## src/rtl/midi_pkg.sv

```systemverilog
// Shared MIDI constants, parser state type and per-status message-length lookup.
package midi_pkg;

  localparam logic [3:0] NIB_NOTE_OFF = 4'h8;
  localparam logic [3:0] NIB_NOTE_ON  = 4'h9;
  localparam logic [3:0] NIB_POLY_AT  = 4'hA;
  localparam logic [3:0] NIB_CTRL     = 4'hB;
  localparam logic [3:0] NIB_PROG     = 4'hC;
  localparam logic [3:0] NIB_CHAN_AT  = 4'hD;
  localparam logic [3:0] NIB_PITCH    = 4'hE;
  localparam logic [3:0] NIB_SYSTEM   = 4'hF;

  localparam logic [7:0] SYSEX_START  = 8'hF0;
  localparam logic [7:0] MTC_QF       = 8'hF1;
  localparam logic [7:0] SONG_POS     = 8'hF2;
  localparam logic [7:0] SONG_SEL     = 8'hF3;
  localparam logic [7:0] UNDEF_F4     = 8'hF4;
  localparam logic [7:0] UNDEF_F5     = 8'hF5;
  localparam logic [7:0] TUNE_REQ     = 8'hF6;
  localparam logic [7:0] SYSEX_END    = 8'hF7;
  localparam logic [7:0] RT_FIRST     = 8'hF8;
  localparam logic [7:0] RT_UNDEF_F9  = 8'hF9;
  localparam logic [7:0] RT_UNDEF_FD  = 8'hFD;
  localparam logic [7:0] ACTIVE_SENSE = 8'hFE;

  localparam logic [7:0] LEN_SYSEX    = 8'd255;

  typedef enum logic [1:0] {IDLE, MSG, SYSEX} state_e;

  function automatic logic [7:0] msg_len(input logic [7:0] status);
    logic [7:0] len;
    len = 8'd0;
    case (status[7:4])
      NIB_NOTE_OFF, NIB_NOTE_ON, NIB_POLY_AT, NIB_CTRL, NIB_PITCH: len = 8'd2;
      NIB_PROG, NIB_CHAN_AT: len = 8'd1;
      NIB_SYSTEM: begin
        case (status)
          SONG_POS:         len = 8'd2;
          MTC_QF, SONG_SEL: len = 8'd1;
          SYSEX_START:      len = LEN_SYSEX;
          default:          len = 8'd0;
        endcase
      end
      default: len = 8'd0;
    endcase
    return len;
  endfunction

  function automatic logic [7:0] sat_inc(input logic [7:0] v);
    return (v == 8'hFF) ? v : v + 8'd1;
  endfunction

endpackage

```

## src/rtl/midi_byte_parser_active_sense_timer.sv

```systemverilog
// Active-sensing watchdog: once armed, pulses timeout after TIMEOUT_CYCLES idle cycles.
module active_sense_timer
  import midi_pkg::*;
#(
  parameter int unsigned TIMEOUT_CYCLES = 15_000_000
) (
  input  logic clk,
  input  logic rst,
  input  logic arm,
  input  logic kick,
  output logic timeout
);

  localparam int unsigned CNT_W = $clog2(TIMEOUT_CYCLES + 1);

  logic             armed;
  logic [CNT_W-1:0] cnt;

  // Combinational so the parser can register sense_lost on the TIMEOUT_CYCLES-th idle edge.
  assign timeout = armed && !kick && (cnt == CNT_W'(TIMEOUT_CYCLES - 1));

  always_ff @(posedge clk or posedge rst) begin
    if (rst) begin
      armed <= 1'b0;
      cnt   <= '0;
    end else if (arm || (armed && kick)) begin
      armed <= 1'b1;
      cnt   <= '0;
    end else if (timeout) begin
      armed <= 1'b0;
      cnt   <= '0;
    end else if (armed) begin
      cnt <= cnt + CNT_W'(1);
    end
  end

endmodule

```

## src/rtl/midi_byte_parser.sv

```systemverilog
// Frames a raw MIDI byte stream into numbered bytes tagged with their governing status.
module midi_byte_parser
  import midi_pkg::*;
#(
  parameter int unsigned CLK_HZ   = 50_000_000,
  parameter int unsigned SENSE_MS = 300
) (
  input  logic       CLOCK_50,
  input  logic       reset_reg,
  input  logic       rx_valid,
  input  logic [7:0] rx_data,
  output logic       byteready,
  output logic [7:0] cur_status,
  output logic [7:0] midibyte_nr,
  output logic [7:0] midi_in_data,
  output logic       msg_done,
  output logic       rt_valid,
  output logic [7:0] rt_data,
  output logic       sense_lost,
  output logic       err_pulse,
  output logic [7:0] err_count
);

  localparam int unsigned TIMEOUT_CYCLES = CLK_HZ / 1000 * SENSE_MS;

  state_e     state_q, state_d;
  logic [7:0] run_q, run_d;
  logic [7:0] cnt_q, cnt_d;
  logic [7:0] len;
  logic [7:0] gov, nr;
  logic       emit, done, err, rt, timeout, arm;

  assign len = msg_len(run_q);
  assign arm = rx_valid && (rx_data == ACTIVE_SENSE);

  active_sense_timer #(
    .TIMEOUT_CYCLES(TIMEOUT_CYCLES)
  ) u_timer (
    .clk    (CLOCK_50),
    .rst    (reset_reg),
    .arm    (arm),
    .kick   (rx_valid),
    .timeout(timeout)
  );

  always_comb begin
    state_d = state_q;
    run_d   = run_q;
    cnt_d   = cnt_q;
    emit    = 1'b0;
    gov     = run_q;
    nr      = 8'd0;
    done    = 1'b0;
    err     = 1'b0;
    rt      = 1'b0;
    if (timeout) begin
      state_d = IDLE;
      run_d   = 8'h00;
    end else if (rx_valid) begin
      if (rx_data >= RT_FIRST) begin
        rt = !((rx_data == RT_UNDEF_F9) || (rx_data == RT_UNDEF_FD));
      end else if (rx_data == SYSEX_END) begin
        if (state_q == SYSEX) begin
          emit    = 1'b1;
          gov     = SYSEX_START;
          nr      = sat_inc(cnt_q);
          done    = 1'b1;
          state_d = IDLE;
          run_d   = 8'h00;
          cnt_d   = 8'd0;
        end else begin
          err = 1'b1;
        end
      end else if (rx_data[7]) begin
        // A new status abandons any message still waiting for data bytes.
        err   = (state_q == SYSEX) || ((state_q == MSG) && (cnt_q < len));
        cnt_d = 8'd0;
        if ((rx_data == UNDEF_F4) || (rx_data == UNDEF_F5)) begin
          state_d = IDLE;
          run_d   = 8'h00;
        end else begin
          emit = 1'b1;
          gov  = rx_data;
          if (rx_data == SYSEX_START) begin
            state_d = SYSEX;
            run_d   = rx_data;
          end else if (rx_data == TUNE_REQ) begin
            done    = 1'b1;
            state_d = IDLE;
            run_d   = 8'h00;
          end else begin
            state_d = MSG;
            run_d   = rx_data;
          end
        end
      end else begin
        case (state_q)
          SYSEX: begin
            emit  = 1'b1;
            cnt_d = sat_inc(cnt_q);
            nr    = cnt_d;
          end
          MSG: begin
            emit  = 1'b1;
            cnt_d = (cnt_q >= len) ? 8'd1 : cnt_q + 8'd1;
            nr    = cnt_d;
            done  = (cnt_d == len);
            // System-common messages never hold running status.
            if (done && (run_q[7:4] == NIB_SYSTEM)) begin
              state_d = IDLE;
              run_d   = 8'h00;
              cnt_d   = 8'd0;
            end
          end
          default: err = 1'b1;
        endcase
      end
    end
  end

  always_ff @(posedge CLOCK_50 or posedge reset_reg) begin
    if (reset_reg) begin
      state_q      <= IDLE;
      run_q        <= 8'h00;
      cnt_q        <= 8'd0;
      byteready    <= 1'b0;
      cur_status   <= 8'h00;
      midibyte_nr  <= 8'd0;
      midi_in_data <= 8'h00;
      msg_done     <= 1'b0;
      rt_valid     <= 1'b0;
      rt_data      <= 8'h00;
      sense_lost   <= 1'b0;
      err_pulse    <= 1'b0;
      err_count    <= 8'd0;
    end else begin
      state_q    <= state_d;
      run_q      <= run_d;
      cnt_q      <= cnt_d;
      byteready  <= emit;
      msg_done   <= done;
      rt_valid   <= rt;
      sense_lost <= timeout;
      err_pulse  <= err;
      cur_status <= emit ? gov : run_d;
      if (emit) begin
        midibyte_nr  <= nr;
        midi_in_data <= rx_data;
      end
      if (rt) rt_data <= rx_data;
      if (err) err_count <= sat_inc(err_count);
    end
  end

endmodule

```

## config.mk

```make
export PLATFORM = sky130hd
export DESIGN_NAME = midi_byte_parser
export DESIGN_NICKNAME = d
export VERILOG_FILES = /design/src/rtl/midi_pkg.sv /design/src/rtl/midi_byte_parser_active_sense_timer.sv /design/src/rtl/midi_byte_parser.sv
export SDC_FILE = /design/constraint.sdc
export NUM_CORES = 1
export LEC_CHECK = 0
export BUFFER_PORTS_ARGS = -buffer_cell sky130_fd_sc_hd__buf_2
export CORE_MARGIN = 4
export CORE_UTILIZATION = 35
export CTS_CLUSTER_DIAMETER = 80
export DETAILED_ROUTE_END_ITERATION = 6
export SLEW_MARGIN = 20
export SYNTH_ARGS = -nofsm -noshare
export SYNTH_HDL_FRONTEND = slang
export SYNTH_HIERARCHICAL = 1
export SYNTH_SLANG_ARGS = --single-unit
```

## constraint.sdc

```tcl
create_clock -name CLOCK_50 -period 3.7 [get_ports CLOCK_50]
set_input_delay 0.74 -clock CLOCK_50 [delete_from_list [all_inputs] [get_ports CLOCK_50]]
set_output_delay 0.74 -clock CLOCK_50 [all_outputs]
set_load 0.02 [all_outputs]
```

Word-level counts from Yosys, hierarchy flattened
Cells that the tools add are included.
- bits in registers: 88
- logic and storage cells: 156
- add/subtract/negate cells: 3
- order comparisons: 3
- equality and inequality tests: 29
- multiplexer cells: 78
- bitwise operators: 3
- reduce and logical (&&, ||, !) cells: 25
- operators with widths (operator ; number):
    8-bit two-way mux ; 31
    8-bit == test (second input constant) ; 14
    24-bit two-way mux ; 3
    8-bit one-hot mux with 3 select lines ; 2
    4-bit == test (second input constant) ; 8
    8-bit one-hot mux with 2 select lines ; 2
    1-bit two-way mux ; 30
    24-bit by 1-bit adder with 24-bit output (second input constant) ; 1
    24-bit == test (second input constant) ; 1
    2-bit two-way mux ; 10
    8-bit by 1-bit adder with 8-bit output (second input constant) ; 2
    5-bit AND reduction ; 2
    8-bit == test ; 1
    8-bit >= comparator ; 1
    8-bit >= comparator (second input constant) ; 1
    8-bit < comparator ; 1
    4-bit nonzero test ; 2
    1-bit logical AND ; 6
    3-bit nonzero test ; 2
    2-bit OR reduction ; 3
    5-bit OR reduction ; 1
    1-bit logical OR ; 4
    2-bit nonzero test ; 2
    3-bit by 2-bit != test with 1-bit output (second input constant) ; 1
    other kinds (7) ; 10

Logic depth before layout (Yosys ltp)
Gate-level depths: netlist of run 1.
- depth after elaboration: 16
- gate-level depth with buffers: 13

Cells and area by module
Netlist of run 1, hierarchy kept.
- by module, submodules not included (module ; instances ; cells each ; area each (um2) ; sequential area each (um2)):
    midi_byte_parser ; 1 ; 387 ; 3537.1 ; 1576.5
    active_sense_timer ; 1 ; 153 ; 1401.3 ; 625.6

Worst setup path after synthesis of run 1
OpenSTA, ideal clock, no wires.
- path kind: input to register
- start point: input rx_valid
- end point: register midi_in_data[0]
- setup time: 0.133 ns
- data arrival time: 3.151 ns
- data required time: 3.567 ns
- setup slack: 0.416 ns
- cell stages on the path: 9
- path buffers: 3
- path through: or4_1 > or4_4 > nor2_1 > nand2b_1 > buf_2 > or3_1 > clkbuf_1 > clkbuf_1 > o21ai_0
- longest elaborated chain between the ends: 4
- elaborated cells between the ends (all ways): 5
- ends and longest elaborated chain (what ; line ; RTL):
    from (decl) ; midi_byte_parser.sv:10 ; input logic rx_valid,
    1-bit zero test ; midi_byte_parser_active_sense_timer.sv:20 ; assign timeout = armed && !kick && (cnt == CNT_W'(TIMEOUT_CYCLES - 1));
    1-bit logical AND (2 in series) ; midi_byte_parser_active_sense_timer.sv:20 ;
    via timeout ; midi_byte_parser.sv:31 ; logic emit, done, err, rt, timeout, arm;
    1-bit two-way mux ; midi_byte_parser.sv:56 ; if (timeout) begin
    to (signal assigned) ; midi_byte_parser.sv:148 ; midi_in_data <= rx_data;
    to (decl) ; midi_byte_parser.sv:15 ; output logic [7:0] midi_in_data,
The timed path passes the listed nets, and every way through them passes these cells.
A chain may end at the register's enable or synchronous reset.

Worst setup path in the final report of run 1
- start point: register run_q[2]
- end point: register cnt_q[7]
- longest elaborated chain between the ends: 12
- elaborated cells between the ends (all ways): 15
- ends and longest elaborated chain (what ; line ; RTL):
    from (decl) ; midi_byte_parser.sv:27 ; logic [7:0] run_q, run_d;
    from (signal assigned) ; midi_byte_parser.sv:138 ; run_q <= run_d;
    8-bit == test ; midi_pkg.sv:37 ; case (status)
    2-bit OR reduction ; midi_pkg.sv:37 ;
    8-bit one-hot mux with 3 select lines (*) ; midi_pkg.sv:37 ;
    8-bit one-hot mux with 3 select lines (*) ; midi_pkg.sv:33 ; case (status[7:4])
    8-bit >= comparator ; midi_byte_parser.sv:105 ; cnt_d = (cnt_q >= len) ? 8'd1 : cnt_q + 8'd1;
    8-bit two-way mux ; midi_byte_parser.sv:105 ;
    8-bit == test ; midi_byte_parser.sv:107 ; done = (cnt_d == len);
    1-bit logical AND ; midi_byte_parser.sv:109 ; if (done && (run_q[7:4] == NIB_SYSTEM)) begin
    8-bit two-way mux (*) ; midi_byte_parser.sv:109 ;
    8-bit one-hot mux with 2 select lines (*) ; midi_byte_parser.sv:97 ; case (state_q)
    8-bit two-way mux (*) ; midi_byte_parser.sv:74 ; end else if (rx_data[7]) begin
    8-bit two-way mux (*) ; midi_byte_parser.sv:62 ; end else if (rx_data == SYSEX_END) begin
    to (signal assigned) ; midi_byte_parser.sv:139 ; cnt_q <= cnt_d;
    to (decl) ; midi_byte_parser.sv:28 ; logic [7:0] cnt_q, cnt_d;
Mark *: on every way between the ends. The rest lies on a longest branch, timed or not.

==> flow_summary.json, run 1 <==
{
  "ys_types": 70,
  "path_class": "reg2reg",
  "p_per_area_nw_per_um2": 499,
  "critPathLaunchType": "flip-flop",
  "min_path_type": "reg2reg",
  "avgSynthCellArea_um2": 9.15,
  "grt_pass1_wl_um": 21000,
  "synth_edf_count": 0,
  "layout_min_cycle_time_ps": 3500,
  "num_io_pins": 56,
  "drc": 0,
  "grt_util_met1_pct": 21.5,
  "grt_use_met2_pct": 25.3,
  "synth_top_family_by_area": "simple AND/OR/NAND/NOR gates",
  "cts-hold-fix-buffers": 0,
  "final_util_pct": 41.6,
  "max_slew.worst_pin.slew_ps": 905,
  "antenna_found_initial": 0,
  "synth_warnings": 6,
  "worst_path_largest_cell_delay_ps": 430,
  "gr-total-overflow": 0,
  "synth-simple-area-share_pct": 24.6,
  "p_leak_nw": 2.63,
  "row_count": 43,
  "use_met3_pct": 3.54,
  "synthFlopType": "dfrtp_1",
  "die_y_um": 127,
  "via_count": 4236,
  "numPlacedInstances": 761,
  "io_buffers": 55,
  "synth_fp_nets": 564,
  "grt_setup_unrepaired": "false",
  "top_usage_layer": "met2",
  "htree_levels": 3,
  "fmax_mhz": 286,
  "start_util_pct": 35.7,
  "synth_mux_area_share_pct": 0.659,
  "die-area_um2": 16100,
  "min_period_over_period_pct": 94.6,
  "synth_xor_area_share_pct": 4.97,
  "fin_cells": 778,
  "slew_viol_final": 0,
  "synth-seq-area-share_pct": 44.6,
  "vias_per_cell": 5.44,
  "wirelength_um": 12500,
  "clock_path_buffers": 2,
  "cp_max_fo": 7,
  "ys_ff_latch": 88,
  "num-nets-final": 617,
  "drtIter0Drc": 306,
  "final_cell_mix": "88 x dfrtp_1, 72 x nand2_1, 55 x nor2_1, 55 x buf_2, 30 x a21oi_1",
  "preCtsSetupSlack_ps": 76.0,
  "cp.required_ps": 3930,
  "path_cells": "or3_1 -> nor3_4 -> inv_2 -> ha_1 -> nand4_1 -> a31o_2 -> and2_1 -> a221oi_4 -> a41oi_4 -> and3b_4 -> a221o_1",
  "netlist_area_um2": 4940,
  "ant_nets": 0,
  "grt_max_degree": 47,
  "synth_compound_area_share_pct": 17.8,
  "setup_ws_ps": 200,
  "cp.arrival_ps": 3730,
  "finalHoldViolCount": 0,
  "tns_ps": 0,
  "first_global_vias": 4200,
  "fill_cells": 1344,
  "fin_worst_skew_ps": 6.46,
  "final_common_cell": "dfrtp_1",
  "first_pass_iters": 6,
  "cts_made_buffers": 9,
  "hpwl_um": 9250,
  "status": "complete, no violations",
  "die_width_um": 127,
  "drv_cap": 0,
  "peakVddDrop_uv": 244,
  "clockRootBuffer": "clkbuf_16",
  "synthArstFlopShare_pct": 100,
  "synthCells": 540,
  "worstRegToRegCells": 11,
  "end_kind": "flip-flop",
  "drive_above_1_share_pct": 19.1,
  "coreArea_um2": 13800,
  "diodes": 0,
  "clk_latency_ps": 340,
  "syn_to_final_growth_pct": 16.4,
  "clock_sinks": 88,
  "relSlewSlack_pct": 39.3,
  "holdPathStages": 1,
  "slowest_stage": "dfrtp_1",
  "finalSetupViolations": 0,
  "gp_congestion": 0.864,
  "wire_per_inst_um": 16.0,
  "cts_tree": "done",
  "clk_pin_slew_worst_paths_ps": 60,
  "synthAdderAreaFrac_pct": 3.29,
  "track_usage_pct": 15.9
}
## area by class of cell
class                   instances  area (um2)  share of cell area (%)
clock buffers                  11         243                    4.22
clock inverters                 5        80.1                    1.39
inverters                      22        83.8                    1.46
multi-input cells             405        2550                    44.3
flip-flops and latches         88        2200                    38.3
well taps                     180         225                    3.92
repair buffers                 67         365                    6.36
## routing by layer
layer	part of all wire, %	up-vias
met1	47	2056
met2	47	113
met5	0	-
met4	1.3	0
li1	-	2052
met3	5.3	15
## worst paths after layout
check | startpoint | to | slack [ps]
max | run_q[2]$_DFF_PP0_ | cnt_q[7]$_DFFE_PP0P_ | 200
min in group asynchronous | reset_reg | u_timer/cnt[16]$_DFFE_PP0P_ | 500
min | rt_data[7]$_DFFE_PP0P_ | rt_data[7]$_DFFE_PP0P_ | 470
min reg2reg | rt_data[7]$_DFFE_PP0P_ | rt_data[7]$_DFFE_PP0P_ | 470
max reg2reg | run_q[2]$_DFF_PP0_ | cnt_q[7]$_DFFE_PP0P_ | 200
max in group asynchronous | reset_reg | err_count[1]$_DFFE_PP0P_ | 2520
## critical path: cells and delay by family, from the launching register on
| family | cells | cell delay [ps] |
|---|---|---|
| simple gates | 5 | 1290 |
| compound gates | 4 | 1170 |
| flops | 1 | 430 |
| fa+ha+maj | 1 | 370 |
| buf+inv | 1 | 120 |
## metrics by stage
stage	cell area [um2]	total power [mW]	hold WS, ps
final	5750	2.87	469
after floorplan	4940	1.68	510
after global routing	5750	3.02	487
after detailed placement	5400	1.90	449
after CTS	5720	2.89	470
after global placement	5400	1.88	447
## what timing repair did
action                     in CTS  in global routing
setup buffers                   0                  1
setup endpoints to repair       0                 13
resized for setup               0                  4
## logic make-up after synthesis
logic type                 after synthesis
and+or+nand+nor                        240
AOI/OAI and AO/OA                      121
DFF                                     88
buffers and inverters                   47
xor gates and xnor gates                28
adders and majority gates               13
muxes                                    3
## sequential cells by signal (all words and copies together) (netlist names), 2 cells and up
| register | count |
|---|---|
| err_count | 8 |
| midi_in_data | 8 |
| midibyte_nr | 8 |
| state_q | 2 |
| cur_status | 8 |
| u_timer/cnt | 24 |
| rt_data | 8 |
| cnt_q | 8 |
| run_q | 8 |
## report_power, final
group / switching, mW / leakage, nW / internal [mW]
clock network: 0.369 / 0.152 / 0.609
registers: 0.0996 / 1.16 / 1.06
logic: 0.452 / 1.32 / 0.278
total: 0.920 / 2.63 / 1.95
## synthesized netlist by cell type, types with 6 or more instances
library cell  instances  area share [%]
a21o_1                6            0.91
a21oi_1              30             3.0
a22o_1                8             1.4
and3_1                9             1.1
buf_2                 6            0.61
clkbuf_1             13            0.99
dfrtp_1              88              45
ha_1                 13             3.3
inv_1                22             1.7
nand2_1              72             5.5
nand3_1              19             1.9
nand4_1              21             2.7
nor2_1               56             4.3
nor3_1                7            0.71
nor4_1                9             1.1
o21ai_0              27             2.7
or2_2                 7            0.89
or3_1                10             1.3
or4_1                 6            0.91
xnor2_1              18             3.2
xor2_1               10             1.8
Note: power is estimated with default switching activity, not from simulation.
==> run 2, diff against run 1 <==
- CORE_MARGIN: 4 -> default
==> flow_summary.json, run 2 (same netlist as run 1, synthesis figures left out) <==
{
  "top_usage_layer": "met2",
  "max_slew.worst_pin.slew_ps": 890,
  "clk_latency_ps": 340,
  "p_seq_share_pct": 42.6,
  "cp.arrival_ps": 3780,
  "place_area_um2": 5390,
  "crit_family": "simple AND/OR/NAND/NOR gates",
  "clock_path_buffers": 2,
  "wire_per_inst_um": 15.9,
  "fmax_mhz": 281,
  "cts_tree": "done",
  "p_leak_nw": 2.62,
  "worstRegToRegCells": 13,
  "path_class": "reg2reg",
  "largest_reg_flops": 24,
  "clockRootBuffer": "clkbuf_16",
  "slowest_stage": "dfrtp_2",
  "status": "complete, no violations",
  "worst-path-buf-inv": 2,
  "drv_cap": 0,
  "tns_ps": 0,
  "die_width_um": 121,
  "syn_to_final_growth_pct": 16.5,
  "fin_worst_skew_ps": 9.04,
  "num_io_pins": 56,
  "reg2reg_setup_slack_ps": 140,
  "sw_frac_of_total_pct": 33.1,
  "die-area_um2": 14600,
  "critPathLaunchType": "flip-flop",
  "grt_max_degree": 48,
  "first_global_vias": 4239,
  "end_kind": "flip-flop",
  "via_count": 4251,
  "wirelength_um": 12400,
  "fin_area_um2": 5750,
  "gp_congestion": 0.816,
  "finalPower_mw": 2.74,
  "peakVddDrop_uv": 207,
  "final_cell_mix": "87 x dfrtp_1, 72 x nand2_1, 55 x nor2_1, 55 x buf_2, 30 x a21oi_1",
  "grt_pass1_wl_um": 20900,
  "cts-hold-fix-buffers": 0,
  "p_per_area_nw_per_um2": 476,
  "min_path_type": "reg2reg",
  "setup_ws_ps": 141,
  "track_usage_pct": 18.2,
  "grt_use_met2_pct": 29.3,
  "cts_made_buffers": 9,
  "start_util_pct": 35.7,
  "vias_per_cell": 5.45,
  "first_pass_iters": 5,
  "gr-total-overflow": 0,
  "grt_util_met1_pct": 23.8,
  "final_common_cell": "dfrtp_1",
  "drc": 0,
  "drtIter0Drc": 318,
  "regMostFlops": "u_timer/cnt",
  "clk_pin_slew_worst_paths_ps": 60,
  "cp.required_ps": 3920,
  "p_comb_share_pct": 26.8,
  "io_buffers": 55,
  "multi_input_area_um2": 2580,
  "worst_path_largest_cell_delay_ps": 440,
  "clock_sinks": 88,
  "p_int_mw": 1.83,
  "cp_max_fo": 7,
  "path_cells": "or3_1 -> nor3_4 -> inv_2 -> ha_1 -> a21oi_1 -> nor2_1 -> a211oi_4 -> buf_4 -> and2_2 -> a221oi_4 -> a41oi_4 -> and3b_4 -> a221o_1",
  "relSlewSlack_pct": 40.3,
  "antenna_found_initial": 0,
  "diodes": 0,
  "coreArea_um2": 13800,
  "fill_cells": 1375,
  "min_period_over_period_pct": 96.2,
  "slew_viol_final": 0,
  "finalHoldViolCount": 0,
  "use_met3_pct": 3.11,
  "layout_min_cycle_time_ps": 3560,
  "holdPathStages": 1,
  "row_count": 43,
  "finalSetupViolations": 0,
  "preCtsSetupSlack_ps": 53.8,
  "hpwl_um": 9240,
  "die_y_um": 121,
  "drive_above_1_share_pct": 19.8,
  "ff_latch_area_um2": 2200,
  "htree_levels": 3,
  "p_sw_mw": 0.908,
  "ant_nets": 0,
  "clockPowerShare_pct": 30.6,
  "cp.depth": 13,
  "num-nets-final": 620
}
## run 2: layout make-up
class                           instances  area share (%)
Multi-Input combinational cell        405            44.8
Clock buffer                           13            4.52
Tap cell                              180            3.91
Inverter                               22            1.46
Timing Repair Buffer                   70            6.74
Clock inverter                          2           0.261
Sequential cell                        88            38.3
## run 2: metrics by stage
stage | hold slack [ps] | std cells | utilization (%)
6_report | 469 | 780 | 41.6
3_3_place_gp | 449 | 760 | 39.0
4_1_cts | 470 | 775 | 41.0
5_1_grt | 488 | 780 | 41.6
2_1_floorplan | 510 | 540 | -
3_5_place_dp | 446 | 760 | 39.0
## run 2: path summary, 6_finish.rpt
kind	start	end
setup reg to reg	run_q[2]$_DFF_PP0_	cnt_q[7]$_DFFE_PP0P_
hold / removal	rt_data[3]$_DFFE_PP0P_	rt_data[3]$_DFFE_PP0P_
min in group asynchronous	reset_reg	u_timer/cnt[5]$_DFFE_PP0P_
hold reg to reg	rt_data[3]$_DFFE_PP0P_	rt_data[3]$_DFFE_PP0P_
max in group asynchronous	reset_reg	midibyte_nr[3]$_DFFE_PP0P_
setup / recovery	run_q[2]$_DFF_PP0_	cnt_q[7]$_DFFE_PP0P_
## run 2: power groups by stage
stage	Combinational [mW]	Clock, mW	Sequential [mW]
3_5_place_dp	0.720	0	1.18
6_report	0.735	0.839	1.17
4_1_cts	0.721	0.873	1.16
3_3_place_gp	0.706	0	1.17
2_1_floorplan	0.425	0	1.25
5_1_grt	0.809	0.904	1.18
## run 2: metal layers
metal | wire length [um] | up-vias
met1 | 5640 | 2060
met3 | 556 | 22
li1 | - | 2055
met5 | 0 | -
met2 | 5960 | 114
met4 | 267 | 0
## run 2: repair_timing
action                                  CTS  global route
gates resized for setup                   0            10
setup buffers                             0             5
endpoints found under the setup margin    0            13
==> run 3, diff against run 2 <==
- CORE_UTILIZATION: 35 -> 59
- PLACE_DENSITY: default -> 0.8
==> flow_summary.json, run 3 (same netlist as run 1, synthesis figures left out) <==
{
  "worst_path_largest_cell_delay_ps": 440,
  "htree_levels": 3,
  "cp.arrival_ps": 3770,
  "grt_max_degree": 30,
  "wire_per_inst_um": 16.4,
  "final_common_cell": "dfrtp_1",
  "p_leak_nw": 2.57,
  "p_per_area_nw_per_um2": 455,
  "regMostFlops": "u_timer/cnt",
  "tns_ps": 0,
  "die-area_um2": 8740,
  "row_count": 33,
  "first_global_vias": 4124,
  "hpwl_um": 8390,
  "status": "complete, no violations",
  "clk_pin_slew_worst_paths_ps": 100,
  "min_period_over_period_pct": 95.4,
  "clockRootBuffer": "clkbuf_8",
  "first_pass_iters": 5,
  "fill_cells": 646,
  "cp_max_fo": 7,
  "end_kind": "flip-flop",
  "grt_pass1_wl_um": 19500,
  "grt_setup_unrepaired": "false",
  "fmax_mhz": 283,
  "cp.required_ps": 3940,
  "path_class": "reg2reg",
  "cts_tree": "done",
  "drv_cap": 0,
  "drive_above_1_share_pct": 19.3,
  "final_cell_mix": "88 x dfrtp_1, 72 x nand2_1, 55 x nor2_1, 55 x buf_2, 30 x a21oi_1",
  "vias_per_cell": 6.13,
  "critPathLaunchType": "flip-flop",
  "worst-path-buf-inv": 1,
  "die_width_um": 93.5,
  "setup_ws_ps": 171,
  "min_path_type": "in2async",
  "preCtsSetupSlack_ps": 99.2,
  "diodes": 0,
  "largest_reg_flops": 24,
  "relSlewSlack_pct": 37.7,
  "clk_latency_ps": 360,
  "fin_worst_skew_ps": 14.1,
  "num-nets-final": 616,
  "start_util_pct": 60.4,
  "finalHoldViolCount": 0,
  "syn_to_final_growth_pct": 11.4,
  "slowest_stage": "dfrtp_1",
  "crit_family": "simple AND/OR/NAND/NOR gates",
  "peakVddDrop_uv": 392,
  "gp_congestion": 0.892,
  "clock_sinks": 88,
  "drtIter0Drc": 403,
  "gr-total-overflow": 0,
  "cts_made_buffers": 9,
  "max_slew.worst_pin.slew_ps": 934,
  "finalSetupViolations": 0,
  "slew_viol_final": 0,
  "coreArea_um2": 8180,
  "ant_nets": 0,
  "die_y_um": 93.5,
  "clock_path_buffers": 2,
  "wirelength_um": 11500,
  "via_count": 4306,
  "path_cells": "or3_1 -> nor3_2 -> inv_2 -> ha_2 -> nand4_1 -> a31o_2 -> and2_1 -> a221oi_4 -> a41oi_4 -> and3b_4 -> a221o_1",
  "num_io_pins": 56,
  "drc": 0,
  "layout_min_cycle_time_ps": 3530,
  "track_usage_pct": 28.3,
  "antenna_found_initial": 0,
  "io_buffers": 55
}
[run 3: cell count changes in the layout (fill, tap and decap cells not counted), moves of 2 or more]
cell / change
clkbuf_1: -2
inv_8: +2
clkbuf_8: +7
buf_4: -4
clkbuf_16: -9
inv_6: +3
[run 3: final timing paths]
kind	depth (start not counted)	startpoint	to	slack [ps]
worst min-delay path	2	reset_reg	run_q[1]$_DFF_PP0_	350
worst max register to register	11	run_q[2]$_DFF_PP0_	cnt_q[7]$_DFFE_PP0P_	170
worst min register to register	1	rt_data[5]$_DFFE_PP0P_	rt_data[5]$_DFFE_PP0P_	470
max in group asynchronous	2	reset_reg	u_timer/armed$_DFFE_PP0P_	2530
worst max-delay path	11	run_q[2]$_DFF_PP0_	cnt_q[7]$_DFFE_PP0P_	170
min in group CLOCK_50	1	rt_data[5]$_DFFE_PP0P_	rt_data[5]$_DFFE_PP0P_	470
[run 3: power by group]
group          switching (mW)  leakage [nW]  internal [mW]
clock                   0.370        0.0945          0.259
combinational           0.442          1.32          0.276
sequential             0.0986          1.16           1.06
[run 3: area by class of cell]
class,count,area [um2],share of cell area [%]
timing repair buffer,66,358,6.50
clock buffer,9,124,2.25
inverter,22,82.6,1.50
sequential,88,2200,40.0
multi-input combinational,405,2540,46.2
tap,105,131,2.39
clock inverter,7,61.3,1.11
[run 3: per-layer routing]
layer / global-route usage [%] / share of wire [%] / vias up
met5: 0 / 0 / -
met2: 46.0 / 49 / 149
met3: 5.12 / 5.4 / 20
li1: - / - / 2047
met4: 8.21 / 1.5 / 0
met1: 38.9 / 44 / 2090
[run 3: metrics by stage]
stage                     power (mW)  hold WS (ps)  area, um2  utilization [%]  std cells
after floorplan                 1.68           510       4940                -        540
after global placement          1.86           448       5300             64.8        685
after detailed placement        1.88           449       5300             64.8        685
after CTS                       2.51           348       5480             67.1        701
after global routing            2.64           365       5500             67.3        702
final                           2.51           348       5500             67.3        702
[run 3: timing repair]
action	4_1_cts	5_1_grt
hold buffers	0	0
setup buffers	0	1
setup endpoints to repair	0	12
resized for setup	0	4
